**config.mk**
```make
export PLATFORM = sky130hd
export DESIGN_NAME = alu_seq
export DESIGN_NICKNAME = d
export VERILOG_FILES = /design/src/rtl/alu_pkg.sv /design/src/rtl/alu_base_comb.sv /design/src/rtl/alu_seq.sv
export SDC_FILE = /design/constraint.sdc
export NUM_CORES = 2
export LEC_CHECK = 0
export BUFFER_PORTS_ARGS = -buffer_cell sky130_fd_sc_hd__buf_2
export CAP_MARGIN = 10
export CORE_MARGIN = 1.5
export CORE_UTILIZATION = 65
export DETAILED_ROUTE_END_ITERATION = 8
export PLACE_DENSITY = 0.9
export SETUP_SLACK_MARGIN = 0.3
export SYNTH_ARGS = -nofsm -noshare
export SYNTH_HDL_FRONTEND = slang
export SYNTH_HIERARCHICAL = 1
export SYNTH_SLANG_ARGS = --single-unit
```
**constraint.sdc**
```tcl
create_clock -name clk -period 7.3 [get_ports clk]
set_input_delay 0.73 -clock clk [delete_from_list [all_inputs] [get_ports clk]]
set_output_delay 0.73 -clock clk [all_outputs]
set_load 0.005 [all_outputs]
```
**src/rtl/alu_pkg.sv**
```systemverilog
// -----------------------------------------------------------------------------
// alu_pkg
// Shared definitions for the sequential execute-stage ALU (alu_seq) and its
// combinational base-op evaluator (alu_base_comb).
//   - XLEN_DEFAULT : default operand/result width (legal widths: 32, 64)
//   - alu_op_e     : 5-bit operation select encoding
//   - ST_*         : FSM state encoding used by alu_seq
//   - is_base_op   : true for the single-cycle integer ops 0x00..0x09
// Optional feature macro used by the design: ALU_SEQ_DIV_EN (divide engine).
// -----------------------------------------------------------------------------
package alu_pkg;

  localparam int XLEN_DEFAULT = 64;

  typedef enum logic [4:0] {
    OP_ADD    = 5'h00,
    OP_SUB    = 5'h01,
    OP_AND    = 5'h02,
    OP_OR     = 5'h03,
    OP_XOR    = 5'h04,
    OP_SLT    = 5'h05,
    OP_SLL    = 5'h06,
    OP_SRL    = 5'h07,
    OP_SRA    = 5'h08,
    OP_SLTU   = 5'h09,
    OP_MUL    = 5'h0A,
    OP_MULH   = 5'h0B,
    OP_MULHSU = 5'h0C,
    OP_MULHU  = 5'h0D,
    OP_DIV    = 5'h0E,
    OP_DIVU   = 5'h0F,
    OP_REM    = 5'h10,
    OP_REMU   = 5'h11
  } alu_op_e;

  // FSM state encoding, kept as plain constants so older tooling and
  // waveform scripts that expect fixed codes keep working.
  typedef logic [1:0] alu_state_t;
  localparam alu_state_t ST_IDLE = 2'd0;
  localparam alu_state_t ST_MUL  = 2'd1;
  localparam alu_state_t ST_DIV  = 2'd2;
  localparam alu_state_t ST_DONE = 2'd3;

  function automatic logic is_base_op(input logic [4:0] op);
    return (op <= 5'h09);
  endfunction

endpackage

```
**src/rtl/alu_base_comb.sv**
```systemverilog
// -----------------------------------------------------------------------------
// alu_base_comb
// Purely combinational evaluator for the ten base integer ops (0x00..0x09).
// Any other op code yields zero. Shifts use the low $clog2(XLEN) bits of b.
// Ports:
//   a, b : XLEN-bit operands
//   op   : 5-bit operation select (alu_pkg::alu_op_e encoding)
//   y    : XLEN-bit result
// -----------------------------------------------------------------------------
module alu_base_comb
  import alu_pkg::*;
#(
  parameter int XLEN = XLEN_DEFAULT
) (
  input  logic [XLEN-1:0] a,
  input  logic [XLEN-1:0] b,
  input  logic [4:0]      op,
  output logic [XLEN-1:0] y
);

  localparam int SHAMT_W = $clog2(XLEN);

  logic [SHAMT_W-1:0] shamt_s;
  logic               lt_s;
  logic               ltu_s;

  assign shamt_s = b[SHAMT_W-1:0];
  assign lt_s    = ($signed(a) < $signed(b));
  assign ltu_s   = (a < b);

  // Base-op result mux; unlisted codes fall through to zero.
  always_comb begin
    y = {XLEN{1'b0}};
    case (op)
      OP_ADD:  y = a + b;
      OP_SUB:  y = a - b;
      OP_AND:  y = a & b;
      OP_OR:   y = a | b;
      OP_XOR:  y = a ^ b;
      OP_SLT:  y = {{(XLEN-1){1'b0}}, lt_s};
      OP_SLL:  y = a << shamt_s;
      OP_SRL:  y = a >> shamt_s;
      OP_SRA:  y = $signed(a) >>> shamt_s;
      OP_SLTU: y = {{(XLEN-1){1'b0}}, ltu_s};
      default: y = {XLEN{1'b0}};
    endcase
  end

endmodule

```
**src/rtl/alu_seq.sv**
```systemverilog
// -----------------------------------------------------------------------------
// alu_seq
// Execute-stage ALU behind a valid/ready handshake. Base ops and illegal codes
// complete in one cycle; MUL/MULH/MULHSU/MULHU run an iterative radix-2
// shift-add engine (XLEN+1 cycles). With ALU_SEQ_DIV_EN defined, DIV/DIVU/
// REM/REMU run a restoring divider (XLEN+1 cycles, divide-by-zero and signed
// overflow finish in one cycle); without it those codes behave as illegal.
// Ports:
//   clk, rst             : clock, synchronous active-high reset
//   in_valid / in_ready  : op acceptance (in_ready high only in IDLE)
//   a, b, alu_ctrl       : operands and 5-bit op select
//   out_valid / out_ready: result handshake; result/zero hold until taken
//   result, zero         : registered result and its ==0 flag
// -----------------------------------------------------------------------------
module alu_seq
  import alu_pkg::*;
#(
  parameter int XLEN = XLEN_DEFAULT
) (
  input  logic            clk,
  input  logic            rst,
  input  logic            in_valid,
  output logic            in_ready,
  input  logic [XLEN-1:0] a,
  input  logic [XLEN-1:0] b,
  input  logic [4:0]      alu_ctrl,
  output logic            out_valid,
  input  logic            out_ready,
  output logic [XLEN-1:0] result,
  output logic            zero
);

  localparam int SHAMT_W = $clog2(XLEN);
  localparam logic [SHAMT_W-1:0] LAST_ITER = SHAMT_W'(XLEN - 1);

  // ---------------------------------------------------------------- state
  alu_state_t          state_r;
  logic [4:0]          op_r;
  logic [XLEN-1:0]     result_r;
  logic                zero_r;
  logic [SHAMT_W-1:0]  cnt_r;
  logic [XLEN-1:0]     mcand_r;
  logic [2*XLEN-1:0]   prod_r;
  logic                neg_r;     // sign of product / quotient

  // ------------------------------------------------------ accept decode
  logic                is_mul_s;
  logic                a_signed_s;
  logic                b_signed_s;
  logic                a_neg_s;
  logic                b_neg_s;
  logic [XLEN-1:0]     mag_a_s;
  logic [XLEN-1:0]     mag_b_s;
  logic [XLEN-1:0]     base_y_s;
  logic [XLEN-1:0]     fast_res_s;

  // ------------------------------------------------------ multiplier
  logic [XLEN:0]       mul_sum_s;
  logic [2*XLEN-1:0]   prod_nxt_s;
  logic [2*XLEN-1:0]   prod_fix_s;
  logic [XLEN-1:0]     mul_res_s;

`ifdef ALU_SEQ_DIV_EN
  localparam logic [XLEN-1:0] MOST_NEG = {1'b1, {(XLEN-1){1'b0}}};

  logic [XLEN-1:0]     dvsr_r;
  logic [XLEN-1:0]     quo_r;
  logic [XLEN-1:0]     rem_r;
  logic                rem_neg_r;

  logic                is_div_s;
  logic                is_rem_s;
  logic                b_zero_s;
  logic                ovf_s;
  logic                div_special_s;
  logic [XLEN:0]       rem_sh_s;
  logic [XLEN:0]       rem_diff_s;
  logic                rem_ge_s;
  logic [XLEN-1:0]     rem_nxt_s;
  logic [XLEN-1:0]     quo_nxt_s;
  logic [XLEN-1:0]     div_q_s;
  logic [XLEN-1:0]     div_r_s;
  logic [XLEN-1:0]     div_res_s;
`endif

  alu_base_comb #(.XLEN(XLEN)) u_base (
    .a  (a),
    .b  (b),
    .op (alu_ctrl),
    .y  (base_y_s)
  );

  // Classify the incoming op and decide operand signedness.
  always_comb begin
    is_mul_s   = 1'b0;
    a_signed_s = 1'b0;
    b_signed_s = 1'b0;
`ifdef ALU_SEQ_DIV_EN
    is_div_s   = 1'b0;
`endif
    case (alu_ctrl)
      OP_MUL, OP_MULH: begin
        is_mul_s   = 1'b1;
        a_signed_s = 1'b1;
        b_signed_s = 1'b1;
      end
      OP_MULHSU: begin
        is_mul_s   = 1'b1;
        a_signed_s = 1'b1;
      end
      OP_MULHU: is_mul_s = 1'b1;
`ifdef ALU_SEQ_DIV_EN
      OP_DIV, OP_REM: begin
        is_div_s   = 1'b1;
        a_signed_s = 1'b1;
        b_signed_s = 1'b1;
      end
      OP_DIVU, OP_REMU: is_div_s = 1'b1;
`endif
      default: is_mul_s = 1'b0;
    endcase
  end

  // Engines work on magnitudes; the most-negative value maps to 2^(XLEN-1),
  // which still fits unsigned in XLEN bits.
  assign a_neg_s = a_signed_s & a[XLEN-1];
  assign b_neg_s = b_signed_s & b[XLEN-1];
  assign mag_a_s = a_neg_s ? -a : a;
  assign mag_b_s = b_neg_s ? -b : b;

`ifdef ALU_SEQ_DIV_EN
  assign is_rem_s      = (alu_ctrl == OP_REM) || (alu_ctrl == OP_REMU);
  assign b_zero_s      = (b == {XLEN{1'b0}});
  assign ovf_s         = a_signed_s && (a == MOST_NEG) && (b == {XLEN{1'b1}});
  assign div_special_s = is_div_s && (b_zero_s || ovf_s);

  // One-cycle result: base op, illegal code, or a divide corner case.
  always_comb begin
    fast_res_s = base_y_s;
    if (is_div_s && b_zero_s) begin
      fast_res_s = is_rem_s ? a : {XLEN{1'b1}};
    end else if (is_div_s && ovf_s) begin
      fast_res_s = is_rem_s ? {XLEN{1'b0}} : a;
    end else begin
      fast_res_s = base_y_s;
    end
  end
`else
  // Base ops and illegal codes (including the divide codes) take the base path.
  assign fast_res_s = base_y_s;
`endif

  // Shift-add step: low half of prod_r holds the remaining multiplier bits,
  // high half accumulates; the carry goes into the top bit as we shift right.
  assign mul_sum_s  = {1'b0, prod_r[2*XLEN-1:XLEN]}
                    + (prod_r[0] ? {1'b0, mcand_r} : {(XLEN+1){1'b0}});
  assign prod_nxt_s = {mul_sum_s, prod_r[XLEN-1:1]};
  // Final step is folded into the last iteration so latency stays XLEN+1.
  assign prod_fix_s = neg_r ? -prod_nxt_s : prod_nxt_s;
  assign mul_res_s  = (op_r == OP_MUL) ? prod_fix_s[XLEN-1:0]
                                       : prod_fix_s[2*XLEN-1:XLEN];

`ifdef ALU_SEQ_DIV_EN
  // Restoring step: shift the next dividend bit into the partial remainder
  // and subtract. Bit XLEN of the difference is the borrow, since the true
  // difference lies in (-divisor, divisor).
  assign rem_sh_s   = {rem_r, quo_r[XLEN-1]};
  assign rem_diff_s = rem_sh_s - {1'b0, dvsr_r};
  assign rem_ge_s   = ~rem_diff_s[XLEN];
  assign rem_nxt_s  = rem_ge_s ? rem_diff_s[XLEN-1:0] : rem_sh_s[XLEN-1:0];
  assign quo_nxt_s  = {quo_r[XLEN-2:0], rem_ge_s};
  assign div_q_s    = neg_r ? -quo_nxt_s : quo_nxt_s;
  assign div_r_s    = rem_neg_r ? -rem_nxt_s : rem_nxt_s;
  assign div_res_s  = ((op_r == OP_REM) || (op_r == OP_REMU)) ? div_r_s : div_q_s;
`endif

  // Control FSM plus operand/iteration registers.
  always_ff @(posedge clk) begin
    if (rst) begin
      state_r   <= ST_IDLE;
      op_r      <= 5'h00;
      result_r  <= {XLEN{1'b0}};
      zero_r    <= 1'b1;
      cnt_r     <= {SHAMT_W{1'b0}};
      mcand_r   <= {XLEN{1'b0}};
      prod_r    <= {(2*XLEN){1'b0}};
      neg_r     <= 1'b0;
`ifdef ALU_SEQ_DIV_EN
      dvsr_r    <= {XLEN{1'b0}};
      quo_r     <= {XLEN{1'b0}};
      rem_r     <= {XLEN{1'b0}};
      rem_neg_r <= 1'b0;
`endif
    end else begin
      case (state_r)
        ST_IDLE: begin
          if (in_valid) begin
            op_r  <= alu_ctrl;
            cnt_r <= {SHAMT_W{1'b0}};
            if (is_mul_s) begin
              mcand_r <= mag_a_s;
              prod_r  <= {{XLEN{1'b0}}, mag_b_s};
              neg_r   <= a_neg_s ^ b_neg_s;
              state_r <= ST_MUL;
            end
`ifdef ALU_SEQ_DIV_EN
            else if (is_div_s && !div_special_s) begin
              dvsr_r    <= mag_b_s;
              quo_r     <= mag_a_s;
              rem_r     <= {XLEN{1'b0}};
              neg_r     <= a_neg_s ^ b_neg_s;
              rem_neg_r <= a_neg_s;
              state_r   <= ST_DIV;
            end
`endif
            else begin
              result_r <= fast_res_s;
              zero_r   <= (fast_res_s == {XLEN{1'b0}});
              state_r  <= ST_DONE;
            end
          end
        end
        ST_MUL: begin
          prod_r <= prod_nxt_s;
          cnt_r  <= cnt_r + 1'b1;
          if (cnt_r == LAST_ITER) begin
            result_r <= mul_res_s;
            zero_r   <= (mul_res_s == {XLEN{1'b0}});
            state_r  <= ST_DONE;
          end
        end
`ifdef ALU_SEQ_DIV_EN
        ST_DIV: begin
          quo_r <= quo_nxt_s;
          rem_r <= rem_nxt_s;
          cnt_r <= cnt_r + 1'b1;
          if (cnt_r == LAST_ITER) begin
            result_r <= div_res_s;
            zero_r   <= (div_res_s == {XLEN{1'b0}});
            state_r  <= ST_DONE;
          end
        end
`endif
        ST_DONE: begin
          if (out_ready) begin
            state_r <= ST_IDLE;
          end
        end
        default: state_r <= ST_IDLE;
      endcase
    end
  end

  assign in_ready  = (state_r == ST_IDLE);
  assign out_valid = (state_r == ST_DONE);
  assign result    = result_r;
  assign zero      = zero_r;

endmodule
```
==> key figures, run 1 <==
Outcome
  • Outcome: did not finish
  • Failing step: global routing (5_1_grt)
  • Err: [ERROR GRT-0116] Global routing finished with congestion. Check the congestion regions in the DRC Viewer.

Floorplan
  • Die width: 265 um
  • Initial core utilization: 0.661
  • Rows: 95
  • Height of the die: ~270 um
  • I/O Pins: approximately 200

Logic synthesis
  • Commonest cells in the netlist: nor2_1 (882), a21oi_1 (738), nand2_1 (635)
  • Post-synth ARST share: 0
  • Main synth FF type: dfxtp_1
  • Post-synth top area share: 0.121
  • Net Count, Synth: between 7000 and 8000
  • Syn. warnings: 6
  • Sequential area share after synthesis: 0.121
  • Largest cells by area after synthesis: dfxtp_1 (12%), a21oi_1 (8.3%), ha_1 (7.4%), nor2_1 (7.4%), nand2_1 (5.3%)
  • Cells after synthesis: 6612
  • Area leader, netlist: dfxtp_1
  • Syn_area_per_cell: 6.76 sq um
  • Post-synth EDFFs: 0
  • Mapped Area: 0.0447 sq mm
  • Most frequent cell after synthesis: nor2_1
  • Synthesis-stage register bit count: about 270
  • Synth unique cells: between 100 and 150

Clock network
  • CTS resizes: 0
  • Worst-case clock buffer depth: 3
  • Hold buffers post-CTS: 0
  • CTS Buf Count: 26
  • Root Buffer: clkbuf_16
  • Post-CTS Setup Inserts: 0
  • CTS Sinks: 271
  • H-tree Lvls: 1

Global routing
  • Largest net degree at the start of global routing: around 150
  • Grt total ovfl: 6
  • Gr usage total: 0.719
  • Number of global-route vias before repair: 56900
  • First-pass GRT wire length: approximately 380 mm

Placed design
  • Cell Area, Placed: roughly 0.046 sq mm
  • HPWL after DPL: approximately 180 mm
  • Place WS: a little under 0.8 ns
  • I/O Buffers: 203
  • Final Wtd Congestion: 1.32
-- logic make-up after synthesis --
family,synth area share
simple gates,0.255
compound gates,0.353
buf+inv,0.0659
mux,0.0934
flops,0.121
fa+ha+maj,0.0755
xor+xnor,0.0357
-- through the flow --
step | hold slack [ns] | util | instances
2_1_floorplan | 0.427 | - | 6612
3_3_place_gp | 0.438 | 0.678 | 7296
3_5_place_dp | 0.443 | 0.678 | 7296
4_1_cts | 0.436 | 0.692 | 7344
-- metal layers --
metal	track usage	overflow
met1	0.747	0
met2	0.894	3
met3	0.512	0
met4	0.712	3
met5	0.245	0
==> run 2: changes to the inputs <==
Settings changed: CORE_UTILIZATION 65 to 40, PLACE_DENSITY 0.9 to unset, PLACE_DENSITY_LB_ADDON set to 0.15, SETUP_SLACK_MARGIN 0.3 to unset.
==> run 2 against run 1 <==
  * The run now ends clean
  * Synthesized area did not move
  * Synthesized cell count did not move
==> key figures, run 2 <==
Clock network
  • CTS Buf Count: 28
  • H-tree Lvls: 1
  • Post-CTS Setup Inserts: 0
  • TritonCTS clock tree: done
  • Hold buffers post-CTS: 0
  • CTS Sinks: ~270
  • Worst-case clock buffer depth: 3
  • CTS resizes: 0
  • Root Buffer: clkbuf_16
  • Clock transition at the registers of the reported paths: about 0.090 ns
  • Clk_lat worst skew: around 0.65 ns

Worst setup path
  • Critical Path End Type: flip-flop
  • Worst Path Max Fanout: 11
  • Sequence of cells on the critical path: or4_1 -> nor4_2 -> nand4_1 -> buf_4 -> a2111oi_2 -> o211ai_1 -> nor4_2 -> nand4_1 -> nor3_1 -> a211oi_1 -> nor4_1 -> buf_4 -> nand4b_1 -> or4_1 -> or4_1 -> o31ai_2
  • R2R Path End: zero$_SDFFE_PP1P_
  • Slowest cell on crit path: nor4_2
  • CP Data Arrival Time: around 7.7 ns
  • Most frequent cell on the critical path: or4_1
  • Crit path largest cell delay: roughly 1.2 ns
  • CP startpoint kind: flip-flop
  • Critical path startpoint: prod_r[52]$_SDFFE_PP0P_
  • Worst EP required: 7.84 ns
  • Worst R2R Setup Slack: a little under 0.1 ns
  • Worst r2r src: prod_r[52]$_SDFFE_PP0P_
  • Crit path to: zero$_SDFFE_PP1P_
  • Crit Path Class: reg -> reg
  • FF-to-FF path depth: 16

Logic synthesis
  • Net Count, Synth: 7017
  • Cells after synthesis: ~6600
  • Main synth FF type: dfxtp_1
  • Mapped Area: ~0.045 sq mm
  • Most frequent cell after synthesis: nor2_1
  • Largest cells by area after synthesis: dfxtp_1 (12%), a21oi_1 (8.3%), ha_1 (7.4%), nor2_1 (7.4%), nand2_1 (5.3%)
  • Synthesis-stage register bit count: approximately 270
  • Post-synth top area share: 0.121
  • Syn_area_per_cell: 6.76 sq um
  • Sequential area share after synthesis: 0.121
  • Synth unique cells: 110
  • Syn. warnings: 6
  • Area leader, netlist: dfxtp_1
  • Post-synth ARST share: 0
  • Commonest cells in the netlist: nor2_1 (882), a21oi_1 (738), nand2_1 (635)
  • Post-synth EDFFs: 0

Floorplan
  • Die ar.: ~0.11 sq mm
  • I/O Pins: between 200 and 250
  • Core ar.: between 0.1 and 0.15 sq mm
  • Rows: 122
  • Die width: around 340 um
  • Initial core utilization: 0.404
  • Height of the die: about 340 um

Layout
  • Largest Register: prod_r
  • Share of layout cells above drive strength 1: 0.114
  • Design Area, Final: between 0.04 and 0.05 sq mm
  • Final #Nets: 6968
  • Final Non-Filler Cells: about 8100
  • Layout area overhead: 8.64%
  • Most frequent cells in the layout: nor2_1 (878), a21oi_1 (738), nand2_1 (634), o21ai_0 (454), dfxtp_1 (268)
  • Max reg flops: ~130
  • Fill count: approximately 12000
  • Commonest non-fill, non-tap cell in the layout: nor2_1

STA
  • Worst hold slack: approximately 0.4 ns
  • Pins Over Slew Limit: 0
  • Max Fclk: 139 MHz
  • Hold Vio Cnt, Final: 0
  • Skew final: between 0.04 and 0.05 ns
  • Endpoints failing setup: 0
  • Slew HR: 0.0838
  • RSZ-0062 raised after global routing: false
  • Setup total negative slack: 0 ns
  • Min Tclk post-route: ~7 ns
  • Fin crit share: 0.987
  • Worst-margin pin slew: between 1 and 1.5 ns

Global routing
  • Grt total ovfl: 0
  • Initial antenna violation count: 39
  • Largest net degree at the start of global routing: roughly 190
  • Number of global-route vias before repair: a little over 50000
  • Gr usage total: 0.477
  • First-pass GRT wire length: 392 mm

Routing
  • Initial DRT Pass Iterations: 7
  • WL per Instance: 34.9 um
  • Via count: roughly 57000
  • Drt total wl: 283 mm
  • Final antenna-violating net count: 0
  • DRC viols: 0
  • DR iter-0 viols: between 8000 and 9000
  • Drt via density: 7.05

Pwr
  • Leak Pwr: 18.8 nW
  • P per Cell Area: 138 mW/mm^2
  • Peak supply drop: ~0.16 mV

Placed design
  • Final Wtd Congestion: 1.10
  • I/O Buffers: 203
  • HPWL after DPL: 223 mm
  • Cell Area, Placed: 0.0475 sq mm
  • Placed Cells: roughly 8000

Hold path
  • Min-delay src: out_ready
  • Hold Crit Class: in -> reg

Outcome
  • Outcome: complete, no violations

Flow run
  • Max Cap Viol: 0
run 2: cell counts after synthesis:
Identical to the previous run, type by type.
run 2: area by class of cell:
cell class | instances | area (sq um) | share of cell area
Clock inverter | 17 | 178 | 0.00366
Multi-Input combinational cell | 5591 | 36400 | 0.751
Timing Repair Buffer | 434 | 2880 | 0.0592
Clock buffer | 35 | 787 | 0.0162
Tap cell | 1488 | 1860 | 0.0384
Antenna cell | 30 | 75.1 | 0.00155
Sequential cell | 271 | 5430 | 0.112
Inverter | 237 | 893 | 0.0184
run 2: worst min path at each step:
stage                                to  cells past startpoint
6_report        state_r[0]$_SDFFE_PP0P_                      4
4_1_cts         state_r[0]$_SDFFE_PP0P_                      4
2_1_floorplan  mcand_r[35]$_SDFFE_PP0P_                      2
5_1_grt         state_r[0]$_SDFFE_PP0P_                      3
3_3_place_gp    result[36]$_SDFFE_PP0P_                      2
3_5_place_dp    result[43]$_SDFFE_PP0P_                      2
run 2: stage by stage:
step                      power (mW)   util  setup WS [ns]
after floorplan                 3.49      -           1.51
after global placement          4.97  0.429          0.269
after detailed placement        4.96  0.429          0.318
after CTS                       6.50  0.438          0.539
after global routing            6.85  0.438          0.103
final                           6.70  0.439         0.0976
run 2: report_power, final:
group	internal [mW]	leakage [nW]	switching, mW
logic	1.03	16.1	2.50
registers	1.54	2.20	0.0777
clock network	0.819	0.470	0.733
total	3.39	18.8	3.31
run 2: logic make-up after synthesis:
family / after synthesis / share of synthesized area
AO/OA/AOI/OAI: 2421 / 0.353
XOR/XNOR: 182 / 0.0357
adder cells (fa/ha/maj): 268 / 0.0755
buffers and inverters: 750 / 0.0659
flip-flops: 271 / 0.121
multiplexers: 282 / 0.0934
AND/OR/NAND/NOR: 2438 / 0.255
run 2: critical path: cells and delay by family, from the launching register on:
family / cells / cell delay [ns]
buf+inv: 2 / 0.50
flops: 1 / 0.49
simple gates: 10 / 4.88
compound gates: 4 / 1.21
run 2: routing by layer:
metal | share of wire | track usage
met1 | 0.37 | 0.574
met2 | 0.42 | 0.720
met3 | 0.10 | 0.109
met5 | 0.00024 | 0
met4 | 0.10 | 0.404
(Power assumes the default switching activity.)
